### config.mk
export PLATFORM = sky130hd
export DESIGN_NAME = fp_add_arbiter
export DESIGN_NICKNAME = d
export VERILOG_FILES = /design/src/rtl/fp_add_arbiter.sv
export SDC_FILE = /design/constraint.sdc
export NUM_CORES = 1
export LEC_CHECK = 0
export CORE_AREA = 2 2 160 162
export CTS_CLUSTER_DIAMETER = 80
export DETAILED_ROUTE_END_ITERATION = 6
export DIE_AREA = 0 0 162 164
export SYNTH_ARGS = -nofsm -noshare
export SYNTH_HDL_FRONTEND = slang
export SYNTH_SLANG_ARGS = --single-unit
### constraint.sdc
create_clock -name clk -period 4.8 [get_ports clk]
set_input_delay 1.44 -clock clk [delete_from_list [all_inputs] [get_ports clk]]
set_output_delay 1.44 -clock clk [all_outputs]
set_load 0.005 [all_outputs]
### src/rtl/fp_add_arbiter.sv
// fp_add_arbiter: round-robin sequencer sharing one multi-cycle FP adder
// among N requesters. One operation in flight at a time:
//   IDLE -> ISSUE (gnt + add_start) -> WAIT (for add_done) -> RESP (rsp_valid)
//
// Ports
//   clk, rst          clock, async active-high reset
//   req/req_a/req_b/req_op   per-requester request, operands (32b slices), op
//   gnt               one-hot accept pulse (ISSUE cycle)
//   rsp_valid/rsp_res/rsp_err  one-hot response pulse with result/error
//   add_start/add_a/add_b/add_op  adder issue side (operands held until IDLE)
//   add_done/add_res/add_err      adder completion side
//
// Optional feature: define FP_ADD_ARB_TIMEOUT_EN to abort a WAIT after
// TIMEOUT cycles with result 32'hFFFFFFFF and error set.
module fp_add_arbiter #(
  parameter int N       = 4,
  parameter int TIMEOUT = 63
) (
  input  logic                clk,
  input  logic                rst,
  input  logic [N-1:0]        req,
  input  logic [32*N-1:0]     req_a,
  input  logic [32*N-1:0]     req_b,
  input  logic [N-1:0]        req_op,
  output logic [N-1:0]        gnt,
  output logic [N-1:0]        rsp_valid,
  output logic [31:0]         rsp_res,
  output logic                rsp_err,
  output logic                add_start,
  output logic [31:0]         add_a,
  output logic [31:0]         add_b,
  output logic                add_op,
  input  logic                add_done,
  input  logic [31:0]         add_res,
  input  logic                add_err
);

  localparam int IW = (N > 1) ? $clog2(N) : 1;

  if (N < 2 || TIMEOUT < 1) begin : g_param_check
    $error("fp_add_arbiter: N must be >= 2 and TIMEOUT >= 1");
  end

  typedef enum logic [1:0] {IDLE, ISSUE, WAIT, RESP} state_t;

  state_t         state_q, state_d;
  logic [IW-1:0]  ptr_q, ptr_d;
  logic [IW-1:0]  idx_q, idx_d;
  logic [31:0]    a_q, a_d, b_q, b_d;
  logic           op_q, op_d;
  logic [31:0]    res_q, res_d;
  logic           err_q, err_d;
`ifdef FP_ADD_ARB_TIMEOUT_EN
  localparam int CW = $clog2(TIMEOUT + 1);
  logic [CW-1:0]  cnt_q, cnt_d;
`endif

  // Slot visited at search offset `off` from the pointer, wrapping at N
  // (N need not be a power of two).
  function automatic logic [IW-1:0] rr_slot(input logic [IW-1:0] p, input int off);
    int s;
    s = int'(p) + off;
    if (s >= N) s = s - N;
    return IW'(s);
  endfunction

  logic          win_vld;
  logic [IW-1:0] win_idx;

  // Walk offsets from the far end back to 0 so the nearest requester to
  // the pointer is written last and wins.
  always_comb begin
    win_vld = 1'b0;
    win_idx = '0;
    for (int i = N-1; i >= 0; i--) begin
      if (req[rr_slot(ptr_q, i)]) begin
        win_vld = 1'b1;
        win_idx = rr_slot(ptr_q, i);
      end
    end
  end

  always_comb begin
    state_d = state_q;
    ptr_d   = ptr_q;
    idx_d   = idx_q;
    a_d     = a_q;
    b_d     = b_q;
    op_d    = op_q;
    res_d   = res_q;
    err_d   = err_q;
`ifdef FP_ADD_ARB_TIMEOUT_EN
    cnt_d   = cnt_q;
`endif
    case (state_q)
      IDLE: if (win_vld) begin
        idx_d   = win_idx;
        a_d     = req_a[32*win_idx +: 32];
        b_d     = req_b[32*win_idx +: 32];
        op_d    = req_op[win_idx];
        state_d = ISSUE;
      end
      ISSUE: begin
`ifdef FP_ADD_ARB_TIMEOUT_EN
        cnt_d   = '0;
`endif
        state_d = WAIT;
      end
      WAIT: begin
        if (add_done) begin
          res_d   = add_res;
          err_d   = add_err;
          state_d = RESP;
        end
`ifdef FP_ADD_ARB_TIMEOUT_EN
        // Counter holds completed WAIT cycles; this is WAIT cycle cnt_q+1.
        else if (cnt_q == CW'(TIMEOUT - 1)) begin
          res_d   = 32'hFFFF_FFFF;
          err_d   = 1'b1;
          state_d = RESP;
        end else begin
          cnt_d   = cnt_q + CW'(1);
        end
`endif
      end
      RESP: begin
        ptr_d   = (idx_q == IW'(N-1)) ? '0 : idx_q + IW'(1);
        state_d = IDLE;
      end
      default: state_d = IDLE;
    endcase
  end

  always_ff @(posedge clk or posedge rst) begin
    if (rst) begin
      state_q <= IDLE;
      ptr_q   <= '0;
      idx_q   <= '0;
      a_q     <= '0;
      b_q     <= '0;
      op_q    <= 1'b0;
      res_q   <= '0;
      err_q   <= 1'b0;
`ifdef FP_ADD_ARB_TIMEOUT_EN
      cnt_q   <= '0;
`endif
    end else begin
      state_q <= state_d;
      ptr_q   <= ptr_d;
      idx_q   <= idx_d;
      a_q     <= a_d;
      b_q     <= b_d;
      op_q    <= op_d;
      res_q   <= res_d;
      err_q   <= err_d;
`ifdef FP_ADD_ARB_TIMEOUT_EN
      cnt_q   <= cnt_d;
`endif
    end
  end

  // Moore outputs from registered state.
  always_comb begin
    gnt       = '0;
    rsp_valid = '0;
    if (state_q == ISSUE) gnt[idx_q]       = 1'b1;
    if (state_q == RESP)  rsp_valid[idx_q] = 1'b1;
  end

  assign add_start = (state_q == ISSUE);
  assign add_a     = a_q;
  assign add_b     = b_q;
  assign add_op    = op_q;
  assign rsp_res   = res_q;
  assign rsp_err   = err_q;

endmodule

==> qor_table.md <==
| Group | Item | Value |
|---|---|---|
| timing | Share of the cycle needed by the critical path after routing | 74.69% |
| run | Count of maximum capacitance violations | 0 |
| floorplan | Die span in y | 164 um |
| floorplan | Ports | 407 |
| cts | Clock insertion delay at the later pin of the skew report | 0.36 ns |
| worst setup path | Crit path required time | 5.05 ns |
| cts | Number of buffers inserted by post-CTS setup repair | 0 |
| timing | Clock tree skew after final layout | 0.01993 ns |
| final layout | Total of fill cells in the finished design | 2432 |
| final layout | Count of nets after finishing | 1263 |
| worst hold path | Hold crit path type | reg2reg |
| worst setup path | Buffer and inverter count on the worst path | 2 |
| worst setup path | Dominant delay contributor by cell family on the critical path | compound AO/OA/AOI/OAI gates |
| route | Final antenna-violating net count | 0 |
| timing | Count of endpoints failing setup in the final report | 0 |
| timing | Max Clock Freq | 278.9 MHz |
| route | Number of vias in the routed layout | 6177 |
| floorplan | Initial core utilization | 24.74% |
| cts | CTS HTree Levels | 3 |
| floorplan | Horizontal die dimension | 162 um |
| route | Final wirelength | 25.71 mm |
| worst setup path | Crit end category | flip-flop |
| worst setup path | Worst r2r path cells | 6 |
| grt | Global-route wire length before repair | 37.66 mm |
| floorplan | Area of the core region | 24820 um2 |
| yosys | Post-synth net total | 879 |
| power | Static Leak | 4.380 nW |
| timing | RSZ-0062 raised after global routing | false |
| final layout | Share of layout cells above drive strength 1 | 10.53% |
| yosys | Library cell with the highest instance count after synthesis | sky130_fd_sc_hd__dfrtp_1 |
| worst setup path | Critical path launch point type | primary input |
| timing | Minimum period implied by the final worst setup slack | 3.585 ns |
| timing | Count of final max-slew check failures | 0 |
| worst setup path | Worst flop-to-flop path startpoint | ptr_q[1]$_DFFE_PP0P_ |
| final layout | Diode count | 0 |
| grt | Total Routing Usage GR | 18.63% |
| placed design | GP Congestion | 0.7797 |
| yosys | Commonest register cell after synthesis | sky130_fd_sc_hd__dfrtp_1 |
| worst setup path | Worst-path maximum fanout | 35 |
| route | Vias per cell | 4.792 |
| worst setup path | Library cell contributing the largest single delay on the critical path | sky130_fd_sc_hd__o21ai_4 |
| power | Post-layout total power | 5.573 mW |
| yosys | Top cells by count, synth | sky130_fd_sc_hd__dfrtp_1, sky130_fd_sc_hd__and2_1, sky130_fd_sc_hd__nor2_1 |
| power | Highest ir drop seen on vdd | 0.0002796 V |
| timing | Slew @ Worst Pin | 1.027 ns |
| cts | CTS max path bufs | 2 |
| route | Post-detailed-route DRC marker count | 0 |
| grt | Initial antenna violation count | 0 |
| cts | Clock Root Buffer | sky130_fd_sc_hd__clkbuf_16 |
| cts | Worst-path clk slew | 0.07 ns |
| yosys | Synthesized instance count | 570 |
| yosys | Fraction of registers with async set or reset after synthesis | 100.0% |
| worst setup path | Maximum cell stage delay along the critical path | 0.83 ns |
| grt | Via count of the first global-routing pass | 6286 |
| yosys | Fraction of the yosys area taken by sequential cells | 42.38% |
| cts | TritonCTS clock tree | done |
| route | Average wire per standard cell | 19.95 um |
| yosys | Count of flip-flops with a built-in enable after synthesis | 0 |
| yosys | Top post-synthesis cells by area | sky130_fd_sc_hd__dfrtp_1, sky130_fd_sc_hd__mux2i_1, sky130_fd_sc_hd__a211oi_1, sky130_fd_sc_hd__and2_1, sky130_fd_sc_hd__mux2_2 |
| grt | Largest net degree at the start of global routing | 66 |
| timing | Max-slew headroom | 31.24% |
| worst hold path | Worst Hold Path Cells | 1 |
| final layout | Layout overhead on the synthesized area | 78.16% |
| yosys | Number of flip-flops and latches in the synthesized netlist | 104 |
| cts | Inserted Clock Buffers | 9 |
| outcome | Run status | finished, final reports clean |
| placed design | PortBufs | 406 |
| worst setup path | WP data arrival | 3.84 ns |
| yosys | Post-synthesis cell area | 6141 um2 |
| grt | Remaining Overflow, GRT | 0 |
| yosys | Number of warning messages in the yosys log | 0 |
| worst setup path | CP most frequent cell | sky130_fd_sc_hd__a221oi_1 |
| yosys | Unique masters post-synth | 28 |
| power | Pwr/cell area | 509.4 nW/um2 |
| yosys | Top cell type's share of synthesized area | 42.38% |
| worst setup path | Worst R2R Setup Slack | 2.43 ns |
| yosys | Synthesized area divided by synthesized cell count | 10.77 um2 |
| floorplan | Die Footprint | 26570 um2 |
| worst hold path | Min-delay src | rsp_res[2]$_DFFE_PP0P_ |
| worst setup path | Cells along the critical path | clkdlybuf4s50_1, nor2b_1, a221oi_1, o21ai_4, buf_12, a221oi_1, a211oi_1 |
| route | DRC marker count from the first detailed-route iteration | 267 |
| worst setup path | Destination of the worst register-to-register timing path | add_a[7]$_DFFE_PP0P_ |
| timing | Endpoints failing hold | 0 |
| route | DR pass1 iterations | 4 |
| cts | Post-cts repair resize count | 0 |
| cts | Cts hold-fix bufs | 0 |
| timing | Setup TNS | 0 ns |
| cts | CTS Sinks | 104 |
| yosys | Area leader, netlist | sky130_fd_sc_hd__dfrtp_1 |
| floorplan | Placement row count | 58 |
| worst hold path | Hold worst-path end | rsp_res[2]$_DFFE_PP0P_ |
| placed design | Final HPWL DP | 19.13 mm |
| worst setup path | Crit Path Category | in2reg |
routing by layer:
layer  track usage (%)  vias up  share of wire, %
li1                  -     2894                 -
met1             21.88     2946                39
met2             32.48      306                50
met3             6.313       31               9.4
met4             5.109        0               1.7
met5                 0        -                 0
cells by family after synthesis:
kind of cell / synth area share [%]
DFF: 42.38
buffers and inverters: 5.216
muxes: 16.99
and+or+nand+nor: 12.90
adders and majority gates: 1.834
AOI/OAI and AO/OA: 20.68
layout by cell type, fill, tap and decap left out, types with 2 or more instances in the layout:
| cell type | count |
|---|---|
| sky130_fd_sc_hd__clkdlybuf4s50_1 | 406 |
| sky130_fd_sc_hd__dfrtp_1 | 104 |
| sky130_fd_sc_hd__and2_1 | 74 |
| sky130_fd_sc_hd__nor2_1 | 67 |
| sky130_fd_sc_hd__mux2i_1 | 66 |
| sky130_fd_sc_hd__a211oi_1 | 65 |
| sky130_fd_sc_hd__a221oi_1 | 42 |
| sky130_fd_sc_hd__mux2_2 | 34 |
| sky130_fd_sc_hd__a221oi_2 | 24 |
| sky130_fd_sc_hd__buf_4 | 13 |
| sky130_fd_sc_hd__ha_1 | 9 |
| sky130_fd_sc_hd__clkbuf_16 | 9 |
| sky130_fd_sc_hd__inv_1 | 7 |
| sky130_fd_sc_hd__buf_12 | 7 |
| sky130_fd_sc_hd__nand2_1 | 5 |
| sky130_fd_sc_hd__nand2b_1 | 3 |
| sky130_fd_sc_hd__a21oi_1 | 3 |
| sky130_fd_sc_hd__inv_8 | 3 |
| sky130_fd_sc_hd__clkinv_4 | 2 |
| sky130_fd_sc_hd__bufinv_16 | 2 |
metrics by stage:
step	hold WS, ns	setup WS [ns]	area, um2	cells	util [%]
2_1_floorplan	0.5017	0.6278	6141	570	-
3_3_place_gp	0.4864	0.9252	10600	1273	42.73
3_5_place_dp	0.4915	0.8512	10600	1273	42.73
4_1_cts	0.5085	1.194	10940	1289	44.08
5_1_grt	0.5214	1.074	10940	1289	44.08
6_report	0.5070	1.215	10940	1289	44.08
state kept, by name, summed over array words and instances (netlist names):
name and count:
add_a 32, add_b 32, rsp_res 32, idx_q 2, ptr_q 2, state_q 2, add_op 1, rsp_err 1
worst max path at each step:
stage           start                   end  depth (start not counted)
2_1_floorplan     rst  add_a[0]$_DFFE_PP0P_                          1
3_3_place_gp   req[2]  add_a[8]$_DFFE_PP0P_                          7
3_5_place_dp   req[2]  add_b[5]$_DFFE_PP0P_                          7
4_1_cts        req[2]  add_b[5]$_DFFE_PP0P_                          7
5_1_grt        req[2]  add_a[7]$_DFFE_PP0P_                          7
6_report       req[2]  add_a[7]$_DFFE_PP0P_                          7
cell type report:
type	count	area (um2)	share of cell area, %
Tap cell	330	412.9	3.774
Clock buffer	9	225.2	2.059
Inverter	8	32.53	0.2973
Multi-Input combinational cell	405	3254	29.75
Clock inverter	7	111.4	1.018
Timing Repair Buffer	426	4302	39.32
Sequential cell	104	2603	23.79
power by group:
group          internal (mW)  switching, mW
Sequential              1.33          0.259
Combinational           1.72           1.40
Clock                  0.472          0.385
Total                   3.52           2.05
worst register-to-register path: cells and delay by family (launching register included):
| kind | cells | cell delay (ns) |
|---|---|---|
| buffers and inverters | 1 | 0.38 |
| AO/OA/AOI/OAI | 4 | 1.33 |
| flip-flops | 1 | 0.44 |
| AND/OR/NAND/NOR | 1 | 0.13 |
(Power assumes the default switching activity.)
